### src/rtl/cmov_wb_ctrl_pkg.sv
// Shared encodings for the conditional-move write-back controller.
// Holds the request opcodes, FSM states, write-port record and saturating counter helper.
package cmov_wb_ctrl_pkg;

  typedef enum logic [1:0] {
    OP_WRITE = 2'b00,
    OP_MOVZ  = 2'b01,
    OP_MOVN  = 2'b10,
    OP_NONE  = 2'b11
  } req_op_e;

  typedef enum logic [1:0] {
    ST_IDLE    = 2'd0,
    ST_WAIT_RT = 2'd1,
    ST_ISSUE   = 2'd2
  } state_e;

  // A pending move may lose the write port to loads this many times in a row.
  localparam logic [1:0] LOSS_MAX = 2'd2;

  typedef struct packed {
    logic        we;
    logic [4:0]  addr;
    logic [31:0] data;
  } rf_wr_t;

  function automatic logic [15:0] sat_inc16(input logic [15:0] v);
    return (v == 16'hFFFF) ? v : v + 16'd1;
  endfunction

endpackage

### src/rtl/cmov_wb_ctrl_cond.sv
// Condition evaluator: opcode plus rt operand decide write vs. counted squash.
// Purely combinational, zero latency, no flow control.
module cmov_cond
  import cmov_wb_ctrl_pkg::*;
(
  input  req_op_e     op,
  input  logic [4:0]  rd,
  input  logic [31:0] rt,
  output logic        do_write,
  output logic        do_squash
);

  logic rt_zero;
  logic cond_true;
  logic is_cmov;

  assign rt_zero = (rt == 32'd0);

  always_comb begin
    cond_true = 1'b0;
    is_cmov   = 1'b0;
    case (op)
      OP_WRITE: cond_true = 1'b1;
      OP_MOVZ: begin
        cond_true = rt_zero;
        is_cmov   = 1'b1;
      end
      OP_MOVN: begin
        cond_true = !rt_zero;
        is_cmov   = 1'b1;
      end
      default: cond_true = 1'b0;
    endcase
  end

  // Writes to r0 are discarded outright and never count as a squash.
  assign do_write  = cond_true && (rd != 5'd0);
  assign do_squash = is_cmov && !cond_true && (rd != 5'd0);

endmodule

### src/rtl/cmov_wb_ctrl.sv
// Conditional-move write-back controller: captures one move, resolves its condition, shares the RF write port with loads.
// One-cycle accept-to-write latency; req_ready only while idle; loads win the port until a move has lost twice.
module cmov_wb_ctrl
  import cmov_wb_ctrl_pkg::*;
(
  input  logic        Clk,
  input  logic        Rst_n,
  input  logic        req_valid,
  output logic        req_ready,
  input  logic [1:0]  req_op,
  input  logic [4:0]  req_rd,
  input  logic [31:0] req_rs_data,
  input  logic [31:0] req_rt_data,
  input  logic        req_rt_valid,
  input  logic        fwd_valid,
  input  logic [31:0] fwd_data,
  input  logic        ld_valid,
  output logic        ld_ready,
  input  logic [4:0]  ld_rd,
  input  logic [31:0] ld_data,
  output logic        rf_we,
  output logic [4:0]  rf_waddr,
  output logic [31:0] rf_wdata,
  output logic [15:0] squash_cnt
);

  state_e      state;
  req_op_e     cap_op;
  logic [4:0]  cap_rd;
  logic [31:0] cap_rs;
  logic [1:0]  loss_cnt;
  logic [15:0] squash_q;

  logic        accept;
  logic        eval_now;
  req_op_e     eval_op;
  logic [4:0]  eval_rd;
  logic [31:0] eval_rt;
  logic        cond_write;
  logic        cond_squash;
  logic        ld_grant;
  logic        issue_grant;
  rf_wr_t      wr;

  assign req_ready = Rst_n && (state == ST_IDLE);
  assign accept    = req_ready && req_valid;

  // One evaluator serves both the same-cycle and the forwarded-operand paths.
  assign eval_op  = (state == ST_IDLE) ? req_op_e'(req_op) : cap_op;
  assign eval_rd  = (state == ST_IDLE) ? req_rd : cap_rd;
  assign eval_rt  = (state == ST_IDLE) ? req_rt_data : fwd_data;
  assign eval_now = (accept && req_rt_valid) || (state == ST_WAIT_RT && fwd_valid);

  cmov_cond u_cond (
    .op        (eval_op),
    .rd        (eval_rd),
    .rt        (eval_rt),
    .do_write  (cond_write),
    .do_squash (cond_squash)
  );

  // loss_cnt only leaves zero while in ISSUE, so this matches the ISSUE-starvation rule.
  assign ld_grant    = Rst_n && ld_valid && (loss_cnt < LOSS_MAX);
  assign ld_ready    = ld_grant;
  assign issue_grant = Rst_n && (state == ST_ISSUE) && !ld_grant;

  always_comb begin
    wr = '0;
    if (ld_grant) begin
      if (ld_rd != 5'd0) begin
        wr = '{we: 1'b1, addr: ld_rd, data: ld_data};
      end
    end else if (issue_grant) begin
      wr = '{we: 1'b1, addr: cap_rd, data: cap_rs};
    end
  end

  assign rf_we      = wr.we;
  assign rf_waddr   = wr.addr;
  assign rf_wdata   = wr.data;
  assign squash_cnt = squash_q;

  always_ff @(posedge Clk or negedge Rst_n) begin
    if (!Rst_n) begin
      state    <= ST_IDLE;
      cap_op   <= OP_WRITE;
      cap_rd   <= 5'd0;
      cap_rs   <= 32'd0;
      loss_cnt <= 2'd0;
      squash_q <= 16'd0;
    end else begin
      case (state)
        ST_IDLE: begin
          if (req_valid) begin
            cap_op <= req_op_e'(req_op);
            cap_rd <= req_rd;
            cap_rs <= req_rs_data;
            if (!req_rt_valid) begin
              state <= ST_WAIT_RT;
            end else if (cond_write) begin
              state <= ST_ISSUE;
            end
          end
        end
        ST_WAIT_RT: begin
          if (fwd_valid) begin
            state <= cond_write ? ST_ISSUE : ST_IDLE;
          end
        end
        ST_ISSUE: begin
          if (issue_grant) begin
            state    <= ST_IDLE;
            loss_cnt <= 2'd0;
          end else begin
            loss_cnt <= loss_cnt + 2'd1;
          end
        end
        default: state <= ST_IDLE;
      endcase
      if (eval_now && cond_squash) begin
        squash_q <= sat_inc16(squash_q);
      end
    end
  end

endmodule

### config.mk
export PLATFORM = sky130hd
export DESIGN_NAME = cmov_wb_ctrl
export DESIGN_NICKNAME = d
export VERILOG_FILES = /design/src/rtl/cmov_wb_ctrl_pkg.sv /design/src/rtl/cmov_wb_ctrl_cond.sv /design/src/rtl/cmov_wb_ctrl.sv
export SDC_FILE = /design/constraint.sdc
export NUM_CORES = 1
export LEC_CHECK = 0
export CORE_MARGIN = 10
export CORE_UTILIZATION = 33
export CTS_CLUSTER_SIZE = 24
export DETAILED_ROUTE_END_ITERATION = 10
export GPL_ROUTABILITY_DRIVEN = 0
export GPL_TIMING_DRIVEN = 0
export PLACE_DENSITY = 0.84
export SLEW_MARGIN = 25
export SYNTH_ARGS = -nofsm -noshare
export SYNTH_HDL_FRONTEND = slang
export SYNTH_SLANG_ARGS = --single-unit
### constraint.sdc
create_clock -name Clk -period 2.55 [get_ports Clk]
set_input_delay 0.255 -clock Clk [delete_from_list [all_inputs] [get_ports Clk]]
set_output_delay 0.255 -clock Clk [all_outputs]
set_load 0.01 [all_outputs]
# Word-level counts from Yosys, hierarchy flattened
# Index checks and enable logic that the tools add are counted.
# totals
ff_bits	59
input_bits	146
wordCells	60
# op_classes
add_sub_neg	2
order_cmp	1
n_eq_ne	9
n_mux	16
bitwise	1
reduce_logical	25
# ops
operator	n
$mux W38	3
$logic_not A32 Y1	1
$mux W32	1
$add A16 B1 Y16 const B	1
$eq A16 B16 Y1 const B	1
$mux W2	8
$logic_and A1 B1 Y1	12
$reduce_bool A5 Y1	2
$ne A2 B2 Y1 const B	3
$pmux W2 S3	1
$mux W5	1
$eq A2 B1 Y1 const B	2
$eq A2 B2 Y1 const B	2
$logic_not A2 Y1	2
$reduce_and A2 Y1	2
$reduce_and A4 Y1	1
$logic_not A1 Y1	3
$ne A3 B3 Y1 const B	1
$pmux W1 S3	1
$add A2 B1 Y2 const B	1
$lt A2 B2 Y1 const B	1
$reduce_or A2 Y1	1
$logic_or A1 B1 Y1	1
$mux W1	1
$not A1 Y1	1

# Longest topological paths before layout
# Gate-level depths: netlist of the first run.
# logic_depth
ltp_word	10
mapped_depth	9
mapped_depth_nobuf	7

# By module
# Synthesis of the first run repeated with hierarchy kept, for this count alone.
# hier_totals
cells_unflattened	294
hier_area_um2	3442.1
# modules_own_cells
mod	instances	cells_per_inst	area_each_um2	seq_area_each_um2
cmov_wb_ctrl	1	275	3316.9	1476.4
cmov_cond	1	19	125.1	0.0

# Least setup slack after synthesis of the first run
# OpenSTA, ideal clock, no wires.
# synth_path
path_kind	register -> register
startpoint	register state[0]
endpoint	register squash_q[12] (netlist: squash_cnt[12])
arrival_ns	2.225
required_ns	2.423
setup_slack_ns	0.199
stages_incl_launch_ff	10
period_less_slack_ns	2.351
cell_sequence	dfrtp_1 > buf_6 > or4b_1 > nor3_1 > or4_1 > a311o_1 > a211oi_4 > buf_6 > nand3_1 > xnor2_1
# synth_via
elab_chain_len	10
word_cells_on_any_way	24
cone_classes	3 x eq/ne; 5 x mux; 16 x reduce/logical
# synth_lines
element	line	rtl
from (decl)	cmov_wb_ctrl.sv:27	state_e state;
from (signal assigned)	cmov_wb_ctrl.sv:107	state <= cond_write ? ST_ISSUE : ST_IDLE;
$logic_not A2 Y1	--	
$mux W32	cmov_wb_ctrl.sv:51	assign eval_rt = (state == ST_IDLE) ? req_rt_data : fwd_data;
$logic_not A32 Y1	cmov_wb_ctrl_cond.sv:17	assign rt_zero = (rt == 32'd0);
$logic_not A1 Y1	cmov_wb_ctrl_cond.sv:29	cond_true = !rt_zero;
$pmux W1 S3	cmov_wb_ctrl_cond.sv:22	case (op)
$logic_not A1 Y1	cmov_wb_ctrl_cond.sv:38	assign do_squash = is_cmov && !cond_true && (rd != 5'd0);
$logic_and A1 B1 Y1 (2 in a row)	cmov_wb_ctrl_cond.sv:38	
$logic_and A1 B1 Y1 *	cmov_wb_ctrl.sv:120	if (eval_now && cond_squash) begin
$reduce_and A2 Y1 (no line) *	--	
to (signal assigned)	cmov_wb_ctrl.sv:121	squash_q <= sat_inc16(squash_q);
to (decl)	cmov_wb_ctrl.sv:32	logic [15:0] squash_q;
# Mark *: on every way between the ends. The rest lies on a longest branch, timed or not.
# A chain may end at the register's enable or synchronous reset.

# Worst setup path after layout of the first run
# layout_path
startpoint	register loss_cnt[1]
endpoint	output rf_wdata[27]
# layout_via
elab_chain_len	6
# layout_lines
element	line	rtl
from (decl)	cmov_wb_ctrl.sv:31	logic [1:0] loss_cnt;
from (signal assigned)	cmov_wb_ctrl.sv:115	loss_cnt <= loss_cnt + 2'd1;
$lt A2 B2 Y1 *	cmov_wb_ctrl.sv:63	assign ld_grant = Rst_n && ld_valid && (loss_cnt < LOSS_MAX);
$logic_and A1 B1 Y1 *	cmov_wb_ctrl.sv:63	
$logic_not A1 Y1	cmov_wb_ctrl.sv:65	assign issue_grant = Rst_n && (state == ST_ISSUE) && !ld_grant;
$logic_and A1 B1 Y1	cmov_wb_ctrl.sv:65	
$mux W38	cmov_wb_ctrl.sv:73	end else if (issue_grant) begin
$mux W38 *	cmov_wb_ctrl.sv:69	if (ld_grant) begin
to (decl)	cmov_wb_ctrl.sv:23	output logic [31:0] rf_wdata,
# Marks and branches as above.

==> summary.md, run 1 <==
| Metric | Value |
|---|---|
| TritonCTS clock tree | `yes` |
| GRT Util Overall | `between 10% and 20%` |
| Mapped cell area | `3008 µm²` |
| Peak supply drop | `0.4208 mV` |
| Combinational Power Share | `between 40% and 50%` |
| First-pass GRT wire length | `18090 µm` |
| Fin crit period | `2.428 ns` |
| Cells on worst reg2reg path | `9` |
| Flop pwr share | `between 30% and 40%` |
| WP data arrival | `2.17 ns` |
| 1st-iter DRT viols | `126` |
| Nets | `624` |
| Leak pwr | `0.002344 µW` |
| Chip height | `about 120 µm` |
| Tot Pwr | `3913 µW` |
| Pre-antenna DRT Iters | `4` |
| Seq cells post-synth | `59` |
| Grt ovf | `0` |
| Fin util | `about 62%` |
| Initial cell density of the core | `34.16%` |
| Worst-skew pair later-pin latency | `0.33 ns` |
| FP Rows | `34` |
| Synth cell types | `35` |
| Sequential share of the synthesized area | `between 40 and 50%` |
| CP max FO | `10` |
| Reg2reg setup slack | `0.13 ns` |
| P_int | `2662 µW` |
| Setup violations, final | `0` |
| Synth Net Count | `405` |
| Required time worst endpoint | `2.30 ns` |
| Tightest Hold Check Type | `in2async` |
| Family with the most delay on the worst path | `buffers and inverters` |
| Buffers plus inverters on the worst setup path | `3` |
| Slowest stage delay, CP | `0.47 ns` |
| Top FF cell, synth | `dfrtp_1` |
| Pins Over Slew Limit | `0` |
| PD cells | `712.6 nW/µm²` |
| RSZ-0062 raised after global routing | `no` |
| Antenna diodes | `0` |
| DRC viols | `0` |
| Top-level port count | `roughly 200` |
| Die area | `13330 µm²` |
| Sw power | `1251 µW` |
| Vias | `between 2000 and 3000` |
| Final WL | `about 12000 µm` |
| Initial antenna violation count | `0` |
| Vias in the first global route | `~3400` |
| Die Wd | `approximately 120 µm` |
| Crit-path cells | `nand3b_1, nand2_2, nor2_4, buf_8, buf_6, a22o_1, clkdlybuf4s50_1` |
| Syn-to-layout area delta | `82.53%` |
| Routed wire per std cell | `between 15 and 20 µm` |
| Worst slew margin | `56.45%` |
| # H-tree levels | `3` |
| RR Endpoint | `squash_cnt[1]` |
| IO Port Bufs | `201` |
| Max_cap viols | `0` |
| Fin Setup TNS | `0 ns` |
| Syn avg cell area | `between 10 and 15 µm²` |
| Mapped Cells | `258` |
| Post-DP HPWL | `9562 µm` |
| Final critical-path share of the clock period | `~95%` |
| Layout Cells excl Fill | `589` |
| Reg2reg start | `state[0]` |
| Vias per inst | `5.059` |
| Max Fclk | `411.8 MHz` |
| Clock skew | `0.008101 ns` |
| CTS clk-pin slew, worst paths | `~0.07 ns` |
| Slowest stage cell, crit path | `clkdlybuf4s50_1` |
| Sw frac | `around a third` |
| FILL cells | `730` |
| Post-synth EDFFs | `0` |
| Power share of the clock group | `18.2%` |
| Clk buf depth | `2` |
| Synth async-reset ratio | `between 90% and 100%` |
| Share of layout cells above drive strength 1 | `16.22%` |
| Post-route ant nets | `0` |
| Core box area | `slightly below 9000 µm²` |
| Worst setup SP type | `flip-flop` |
| Slew @ Worst Pin | `about 0.65 ns` |
| Setup CP Type | `reg2out` |
| Yosys warning count | `0` |
| Outcome | `completed` |
| Count of final hold-check violations | `0` |
| Largest net degree at the start of global routing | `37` |
| Num CTS Buffers | `9` |
| Sink Count | `59` |
| Placed cells | `~570` |
| Critical Path End Type | `output port` |
| Root buffer cell | `clkbuf_8` |
-- cell usage in the layout (no fill, tap or decap), types with 2 or more instances in the layout --
master,count
a21oi_1,3
a22o_1,38
and2_1,3
and3_1,2
and4_1,2
buf_1,3
buf_4,5
buf_6,6
buf_8,2
clkbuf_1,3
clkbuf_8,9
clkdlybuf4s50_1,185
clkinv_2,3
dfrtp_1,59
dlygate4sd2_1,4
dlymetal6s2s_1,11
inv_1,2
mux2_2,39
nand2_1,8
nand2b_1,2
nand3_1,9
nand4_1,9
nor2_1,6
nor2b_1,2
nor3_1,4
nor4_1,16
o21ai_0,3
xnor2_1,14
xor2_1,3
-- kinds of logic after synthesis --
| group | synth area share (%) |
|---|---|
| AO/OA/AOI/OAI | 14.23 |
| adder cells (fa/ha/maj) | 0.4159 |
| multiplexers | 14.93 |
| XOR/XNOR | 4.950 |
| AND/OR/NAND/NOR | 13.89 |
| buffers and inverters | 2.496 |
| flip-flops | 49.08 |
-- worst register-to-register path, stage by stage (launching register included) --
cell      delay [ns]
dfrtp_1         0.37
buf_6           0.14
or4b_1          0.17
nor3_1          0.05
or4_4           0.49
a311o_1         0.33
a211oi_4        0.17
buf_6           0.15
buf_4           0.12
mux2_2          0.32
-- worst max-delay path by stage --
stage	from	to	cells after the start
after floorplan	state[0]	squash_cnt[12]	9
after global placement	Rst_n	rf_wdata[19]	8
after detailed placement	ld_valid	rf_wdata[19]	8
after CTS	state[0]	rf_wdata[21]	7
after global routing	state[0]	squash_cnt[12]	10
final	loss_cnt[1]	rf_wdata[27]	7
-- power by group through the flow --
stage / clock network (µW) / registers, µW / logic (µW)
after floorplan: 0 / 1510 / 851
after global placement: 0 / 1550 / 1540
after detailed placement: 0 / 1570 / 1580
after CTS: 745 / 1560 / 1620
after global routing: 795 / 1620 / 1790
final: 713 / 1560 / 1640
-- cell usage after synthesis, drive strengths merged, types with 2 or more instances --
cell    count  area, µm²
or4         2      15.01
and4        2      17.52
nor4       16      100.1
clkbuf      7      26.28
dfrtp      59       1476
and3        3      18.77
and2        3      18.77
nand2       9      33.78
mux2       39      439.2
inv         2      7.510
nor2        8      30.03
nor2b       2      12.51
buf         7      41.29
a21oi       4      20.02
a22o       38      332.8
o21ai       3      15.01
xor2        3      26.28
xnor2      14      122.6
nand4       9      56.30
nor3        4      20.02
nand2b      3      18.77
nand3       9      45.04
-- sequential cells by signal (all words and copies together) (netlist names) --
register,cells
cap_rd,5
squash_cnt,16
loss_cnt,2
cap_op,2
state,2
cap_rs,32
-- final cells by class --
class	instances	area, µm²	share of cell area [%]
Buffer	14	120.1	2.188
Clock buffer	10	127.6	2.325
Clock inverter	5	31.28	0.5697
Inverter	2	7.507	0.1367
Multi-Input combinational cell	183	1491	27.16
Sequential cell	59	1476	26.89
Tap cell	108	135.1	2.461
Timing Repair Buffer	208	2101	38.26
-- timing repair --
item / in CTS / in global routing
hold buffers: 2 / 0
setup buffers: 2 / 2
resized for setup: 24 / 27
hold endpoints to repair: 23 / 0
setup endpoints to repair: 48 / 41
pin swaps: 2 / 4
-- metal layers --
metal / routed length [µm] / global-route usage, %
met1: 4291 / 18.59
met2: 6270 / 30.66
met3: 982 / 7.390
met4: 140 / 4.054
met5: 0 / 0
-- stage by stage --
step	setup slack, ns	hold WS, ns	instance area (µm²)
final	0.1218	0.07722	5490
after global routing	0.003259	0.09127	5490
after CTS	0.0005880	0.2927	5418
after detailed placement	-0.5382	0.1976	5172
after global placement	-3.001	0.4773	5155
after floorplan	0.1987	-0.04059	3008
No activity file was read; power rests on OpenSTA's default activity.
==> run 2, diff against run 1 <==
--- a/config.mk
+++ b/config.mk
@@ -5,7 +5,8 @@
 export SDC_FILE = /design/constraint.sdc
 export NUM_CORES = 1
 export LEC_CHECK = 0
-export CORE_MARGIN = 10
+export CORE_ASPECT_RATIO = 0.9
+export CORE_MARGIN = 5
 export CORE_UTILIZATION = 33
 export CTS_CLUSTER_SIZE = 24
 export DETAILED_ROUTE_END_ITERATION = 10
==> run 2 against run 1 <==
Against the previous run:
- via count grew 2.0%
- power increased by 4.1%
- maximum frequency decreased by 1.6%
- first-iteration DRC count shrank 13%
- clock skew is essentially flat
- sequential cell count did not move
- worst setup slack lost 0.040 ns
- non-clock buffer count up 6
- wire length fell by 6.4%
- clock-buffer cell count increased by 2
- clock power up 23%
- hold slack gained 0.33 ns
- critical path type unchanged
- critical endpoint is now rf_wdata[24]
- largest power group unchanged
==> summary.md, run 2 (synthesis gave the netlist of run 1 again) <==
| Metric | Value |
|---|---|
| Vias in the first global route | `3374 (-0.94%)` |
| Reg area | `1476 µm² (unchanged)` |
| Met3 Usage GRT | `5.222% (-2.2 points)` |
| Clock skew | `0.008316 ns (+0.0002147 ns)` |
| Die Wd | `110.6 µm (-4.2%)` |
| Min-Delay Path Depth | `4` |
| Clk buf depth | `2 (unchanged)` |
| Final critical-path share of the clock period | `96.81% (+1.6 points)` |
| Fin util | `62.34% (about the same)` |
| Commonest non-fill, non-tap cell in the layout | `clkdlybuf4s50_1` |
| Placed cell area | `5190 µm² (+0.34%)` |
| Routed wire per std cell | `18.00 µm (-9.3%)` |
| Final hold slack | `0.4082 ns (+0.3310 ns)` |
| Worst Hold Launch | `Rst_n` |
| Worst slew margin | `54.37% (-2.1 points)` |
| Core box area | `9001 µm² (+2.2%)` |
| Pre-antenna DRT Iters | `4 (unchanged)` |
| Share of layout cells above drive strength 1 | `16.67% (+0.45 points)` |
| Initial cell density of the core | `33.42% (-0.74 points)` |
| Nets | `630 (+0.96%)` |
| Count of final hold-check violations | `0 (unchanged)` |
| Post-route ant nets | `0 (unchanged)` |
| 1st-iter DRT viols | `109 (-13%)` |
| TritonCTS clock tree | `yes` |
| Most frequent cells in the layout | `clkdlybuf4s50_1, dfrtp_1, mux2_2, a22o_1, nor4_1` |
| Tot Pwr | `4073 µW (+4.1%)` |
| RSZ-0062 raised after global routing | `yes` |
| Top-level port count | `202 (unchanged)` |
| Initial antenna violation count | `0 (unchanged)` |
| FP Rows | `33 (-2.9%)` |
| Antenna diodes | `0 (unchanged)` |
| Multi-input logic area | `1483 µm² (-0.59%)` |
| Die area | `11130 µm² (-17%)` |
| Max reg flops | `32 (unchanged)` |
| WHS Endpoint | `loss_cnt[1]` |
| Required time worst endpoint | `2.30 ns (about the same)` |
| Met2 Track Usage GR | `33.63% (+3.0 points)` |
| Pins Over Slew Limit | `0 (unchanged)` |
| FILL cells | `755 (+3.4%)` |
| Fin Setup TNS | `0 ns (unchanged)` |
| DRC viols | `0 (unchanged)` |
| # H-tree levels | `3 (unchanged)` |
| CP max FO | `10 (unchanged)` |
| Worst setup SP type | `flip-flop` |
| WP data arrival | `2.21 ns (+0.04 ns)` |
| Reg2reg start | `state[0]` |
| Max_cap viols | `0 (unchanged)` |
| Largest net degree at the start of global routing | `35 (-5.4%)` |
| Num CTS Buffers | `9 (unchanged)` |
| Leak pwr | `0.002330 µW (-0.59%)` |
| Slew @ Worst Pin | `0.6845 ns (+0.03128 ns)` |
| Tightest Hold Check Type | `in2reg` |
| Grt ovf | `0 (unchanged)` |
| Setup violations, final | `0 (unchanged)` |
| Reg2reg setup slack | `0.12 ns (about the same)` |
| Fin crit period | `2.469 ns (+0.04049 ns)` |
| Vias | `3039 (+2.0%)` |
| Setup CP Type | `reg2out` |
| Root buffer cell | `clkbuf_8` |
| Max Fclk | `405.1 MHz (-1.6%)` |
| Outcome | `completed` |
| CTS clk-pin slew, worst paths | `0.06 ns (about the same)` |
| Cells on worst reg2reg path | `10 (+1)` |
| PD cells | `725.7 nW/µm² (+1.8%)` |
| Busiest grt layer | `met2` |
| Critical Path End Type | `output port` |
| Syn-to-layout area delta | `86.56%` |
| Chip height | `100.6 µm (-13%)` |
| Vias per inst | `4.998 (-1.2%)` |
| IO Port Bufs | `201 (unchanged)` |
| Worst-skew pair later-pin latency | `0.32 ns (about the same)` |
| First-pass GRT wire length | `17240 µm (-4.7%)` |
| RR Endpoint | `squash_cnt[11]` |
| Sink Count | `59 (unchanged)` |
| Post-DP HPWL | `8539 µm (-11%)` |
| Final WL | `10940 µm (-6.4%)` |
| GRT Util Overall | `19.23% (+2.0 points)` |
| Peak supply drop | `0.4064 mV (-3.4%)` |
| Design area | `5612 µm² (+2.2%)` |
| Largest Register | `cap_rs` |
| GR met1 Demand/Resource | `23.19% (+4.6 points)` |
-- run 2: how the worst max path moves through the flow --
stage                start             end  slack [ns]  cells past startpoint
3_5_place_dp         Rst_n    rf_wdata[20]       -0.72                      9
3_3_place_gp         Rst_n    rf_wdata[20]       -3.11                      8
6_report       loss_cnt[1]    rf_wdata[24]        0.08                      7
4_1_cts        loss_cnt[1]    rf_wdata[14]        0.01                      5
5_1_grt        loss_cnt[1]    rf_wdata[13]       -0.06                      5
2_1_floorplan     state[0]  squash_cnt[12]        0.20                      9
-- run 2: worst max-delay path, cell delays in order, from the launching register on --
cell and delay, ns:
dfrtp_1 0.40, nand3b_1 0.28, nand2_2 0.17, nor2_4 0.06, buf_8 0.14, buf_8 0.14
a22o_1 0.23, clkdlybuf4s50_1 0.48
-- run 2: layout make-up --
class	instances	area share [%]
Tap cell	122	2.720
Clock buffer	12	2.943
Inverter	2	0.1338
Timing Repair Buffer	214	38.84
Buffer	14	2.007
Sequential cell	59	26.31
Clock inverter	2	0.6243
Multi-Input combinational cell	183	26.42
-- run 2: through the flow --
| step | setup WS [ns] | cells |
|---|---|---|
| 6_report | 0.08131 | 608 |
| 2_1_floorplan | 0.1987 | 258 |
| 5_1_grt | -0.05866 | 608 |
| 3_5_place_dp | -0.7239 | 582 |
| 4_1_cts | 0.01236 | 604 |
| 3_3_place_gp | -3.113 | 581 |
-- run 2: power by group --
| group | leakage [µW] | switching (µW) | internal (µW) |
|---|---|---|---|
| clock network | 0.000104 | 355 | 519 |
| registers | 0.000725 | 247 | 1310 |
| logic | 0.00150 | 631 | 1010 |
-- run 2: metal layers --
layer	routed length [µm]	share of wire, %
met3	613	5.6
met1	4474	41
met4	181	1.7
met2	5672	52
met5	0	0
-- run 2: timing repair --
action,in CTS,in global routing
pin swaps,2,4
endpoints found under the setup margin,45,31
hold endpoints to repair,25,0
buffers inserted,3,4
gates cloned,0,0
hold buffers,5,0
gates resized for setup,31,14
==> run 3, diff against run 2 <==
--- a/config.mk
+++ b/config.mk
@@ -7,12 +7,12 @@
 export LEC_CHECK = 0
 export CORE_ASPECT_RATIO = 0.9
 export CORE_MARGIN = 5
-export CORE_UTILIZATION = 33
+export CORE_UTILIZATION = 39
 export CTS_CLUSTER_SIZE = 24
 export DETAILED_ROUTE_END_ITERATION = 10
 export GPL_ROUTABILITY_DRIVEN = 0
 export GPL_TIMING_DRIVEN = 0
-export PLACE_DENSITY = 0.84
+export PLACE_DENSITY = 0.93
 export SLEW_MARGIN = 25
 export SYNTH_ARGS = -nofsm -noshare
 export SYNTH_HDL_FRONTEND = slang
==> constraint.sdc (replaced) <==
create_clock -name Clk -period 3.1 [get_ports Clk]
set_input_delay 0.31 -clock Clk [delete_from_list [all_inputs] [get_ports Clk]]
set_output_delay 0.31 -clock Clk [all_outputs]
set_load 0.01 [all_outputs]
==> run 3 against run 2 <==
Against the previous run:
- global-route usage is 2.7 points higher
- sequential cell count is the same
- critical path depth shrank 2
- wire length is 2.9% lower
- final cell count is 5.4% lower
- sequential share of layout area up 0.87 points
- combinational power shrank 21%
- hold slack got worse by 0.049 ns
- sequential power down 18%
- utilization is 9.7 points higher
- worst setup slack better by 0.18 ns
==> summary.md, run 3 (synthesis gave the netlist of run 1 again) <==
| Metric | Value |
|---|---|
| Commonest non-fill, non-tap cell in the layout | `clkdlybuf4s50_1` |
| Largest net degree at the start of global routing | `35 (unchanged)` |
| CTS clk-pin slew, worst paths | `0.07 ns (about the same)` |
| Root buffer cell | `clkbuf_8` |
| Max_cap viols | `0 (unchanged)` |
| Nets | `621 (-1.4%)` |
| Critical Path End Type | `output port` |
| CP max FO | `10 (unchanged)` |
| Outcome | `completed` |
| Crit-path cells | `nand3b_1, a21oi_2, clkbuf_1, a22o_1, clkdlybuf4s50_1` |
| Required time worst endpoint | `2.79 ns (+0.49 ns)` |
| Num CTS Buffers | `9 (unchanged)` |
| Family with the most delay on the worst path | `buffers and inverters` |
| Pins Over Slew Limit | `0 (unchanged)` |
| Slew @ Worst Pin | `0.6407 ns (-0.04383 ns)` |
| Setup bufs post-CTS | `0 (-3)` |
| Max Fclk | `between 300 and 400 MHz` |
| Peak supply drop | `0.3901 mV (-4.0%)` |
| Vias in the first global route | `3291 (-2.5%)` |
| Initial cell density of the core | `39.87% (+6.5 points)` |
| Sink Count | `59 (unchanged)` |
| Most frequent cells in the layout | `clkdlybuf4s50_1, dfrtp_1, mux2_2, a22o_1, nor4_1` |
| Vias | `3000 (-1.3%)` |
| Fin crit period | `around 2.8 ns` |
| Final WL | `10630 µm (-2.9%)` |
| Buffers plus inverters on the worst setup path | `2 (-1)` |
| FILL cells | `569 (-25%)` |
| Initial antenna violation count | `0 (unchanged)` |
| Clk buf depth | `2 (unchanged)` |
| Reg2reg setup slack | `0.49 ns (+0.37 ns)` |
| Top-level port count | `202 (unchanged)` |
| RSZ-0062 raised after global routing | `no` |
| Die area | `9571 µm² (-14%)` |
| Leak pwr | `0.002138 µW (-8.2%)` |
| Layout Cells excl Fill | `575 (-5.4%)` |
| Die Wd | `102.6 µm (-7.3%)` |
| Post-route ant nets | `0 (unchanged)` |
| Post-DP HPWL | `8513 µm (-0.31%)` |
| Worst-skew pair later-pin latency | `0.32 ns (about the same)` |
| Vias per inst | `5.217 (+4.4%)` |
| DRC viols | `0 (unchanged)` |
| PD cells | `620.5 nW/µm² (-14%)` |
| Antenna diodes | `0 (unchanged)` |
| Clock skew | `0.008256 ns (-0.00005961 ns)` |
| Fin Setup TNS | `0 ns (unchanged)` |
| Placed cells | `556 (-4.5%)` |
| Grt ovf | `0 (unchanged)` |
| FP Rows | `30 (-9.1%)` |
| Share of layout cells above drive strength 1 | `13.57% (-3.1 points)` |
| Count of final hold-check violations | `0 (unchanged)` |
| Largest Register | `cap_rs` |
| Tightest Hold Check Type | `in2reg` |
| Slowest stage delay, CP | `0.56 ns (+0.08 ns)` |
| IO Port Bufs | `201 (unchanged)` |
| Core box area | `7545 µm² (-16%)` |
| 1st-iter DRT viols | `69 (-37%)` |
| Routed wire per std cell | `18.48 µm (+2.7%)` |
| Worst Hold Launch | `Rst_n` |
| First-pass GRT wire length | `16370 µm (-5.0%)` |
| Slowest stage cell, crit path | `clkdlybuf4s50_1` |
| Reg2reg start | `state[0]` |
| Pre-antenna DRT Iters | `4 (unchanged)` |
| Tot Pwr | `3371 µW (-17%)` |
| Final critical-path share of the clock period | `91.43%` |
| Worst slew margin | `57.29% (+2.9 points)` |
| Setup violations, final | `0 (unchanged)` |
| Max reg flops | `32 (unchanged)` |
| Syn-to-layout area delta | `80.62%` |
| Setup CP Type | `reg2out` |
| GRT Util Overall | `21.89% (+2.7 points)` |
| TritonCTS clock tree | `yes` |
| Worst setup SP type | `flip-flop` |
| Worst Setup SP | `loss_cnt[1]` |
| Chip height | `93.32 µm (-7.2%)` |
| Final hold slack | `0.3592 ns (-0.04900 ns)` |
| WP data arrival | `2.52 ns (+0.31 ns)` |
| # H-tree levels | `3 (unchanged)` |
run 3: cell count changes in the layout (fill, tap and decap cells not counted), moves of 2 or more:
cell             previous run  this run
buf_4                       7         1
clkbuf_4                    3         0
clkbuf_1                    2         7
clkdlybuf4s50_1           187       200
dlymetal6s2s_1              5         0
nor2_1                      6         8
buf_8                       2         0
buf_2                       0         2
buf_6                       5         2
dlygate4sd2_1               8         0
run 3: report_power, final:
| part | total, µW | internal (µW) | switching, µW |
|---|---|---|---|
| Sequential | 1280 | 1080 | 204 |
| Clock | 797 | 496 | 302 |
| Combinational | 1290 | 795 | 498 |
run 3: path summary, 6_finish.rpt:
path	cells past startpoint	endpoint
worst min-delay path	3	loss_cnt[1]
min in group asynchronous	3	squash_cnt[8]
worst max-delay path	5	rf_wdata[25]
worst min register to register	1	squash_cnt[8]
max in group asynchronous	3	cap_rs[19]
worst max register to register	9	squash_cnt[14]
run 3: layout make-up:
class	instances	area [µm²]	area share [%]
clock inverters	4	72.57	1.336
flip-flops and latches	59	1476	27.18
well taps	96	120.1	2.211
inverters	2	7.507	0.1382
repair buffers	205	2069	38.09
multi-input cells	183	1460	26.88
plain buffers	14	71.32	1.313
clock buffers	12	155.1	2.856
run 3: metal layers:
layer,vias up,track usage [%],routed length (µm)
li1,1422,-,-
met1,1478,26.60,4175
met2,89,38.23,5597
met3,11,6.264,741
met4,0,4.809,112
met5,-,0,0
run 3: worst register-to-register path, cell delays in order (launching register included):
cell	delay [ns]
dfrtp_1	0.37
buf_6	0.13
or4b_1	0.16
nor3_1	0.04
or4_1	0.51
a311o_1	0.38
a211oi_4	0.41
buf_6	0.21
nand3_1	0.10
xnor2_1	0.17
run 3: what timing repair did:
item | in CTS | in global routing
endpoints found under the setup margin | 20 | 29
hold buffers | 3 | 0
gates resized for setup | 2 | 3
pin swaps | 0 | 0
hold endpoints to repair | 25 | 0
run 3: per-stage QoR:
stage,setup WS (ns),utilization (%),instance area (µm²)
finish,0.2656,72.01,5433
detailed placement,-0.09194,68.36,5157
global placement,-2.502,68.13,5140
floorplan,0.7487,-,3008
global route,0.08049,72.01,5433
CTS,0.03785,71.94,5428
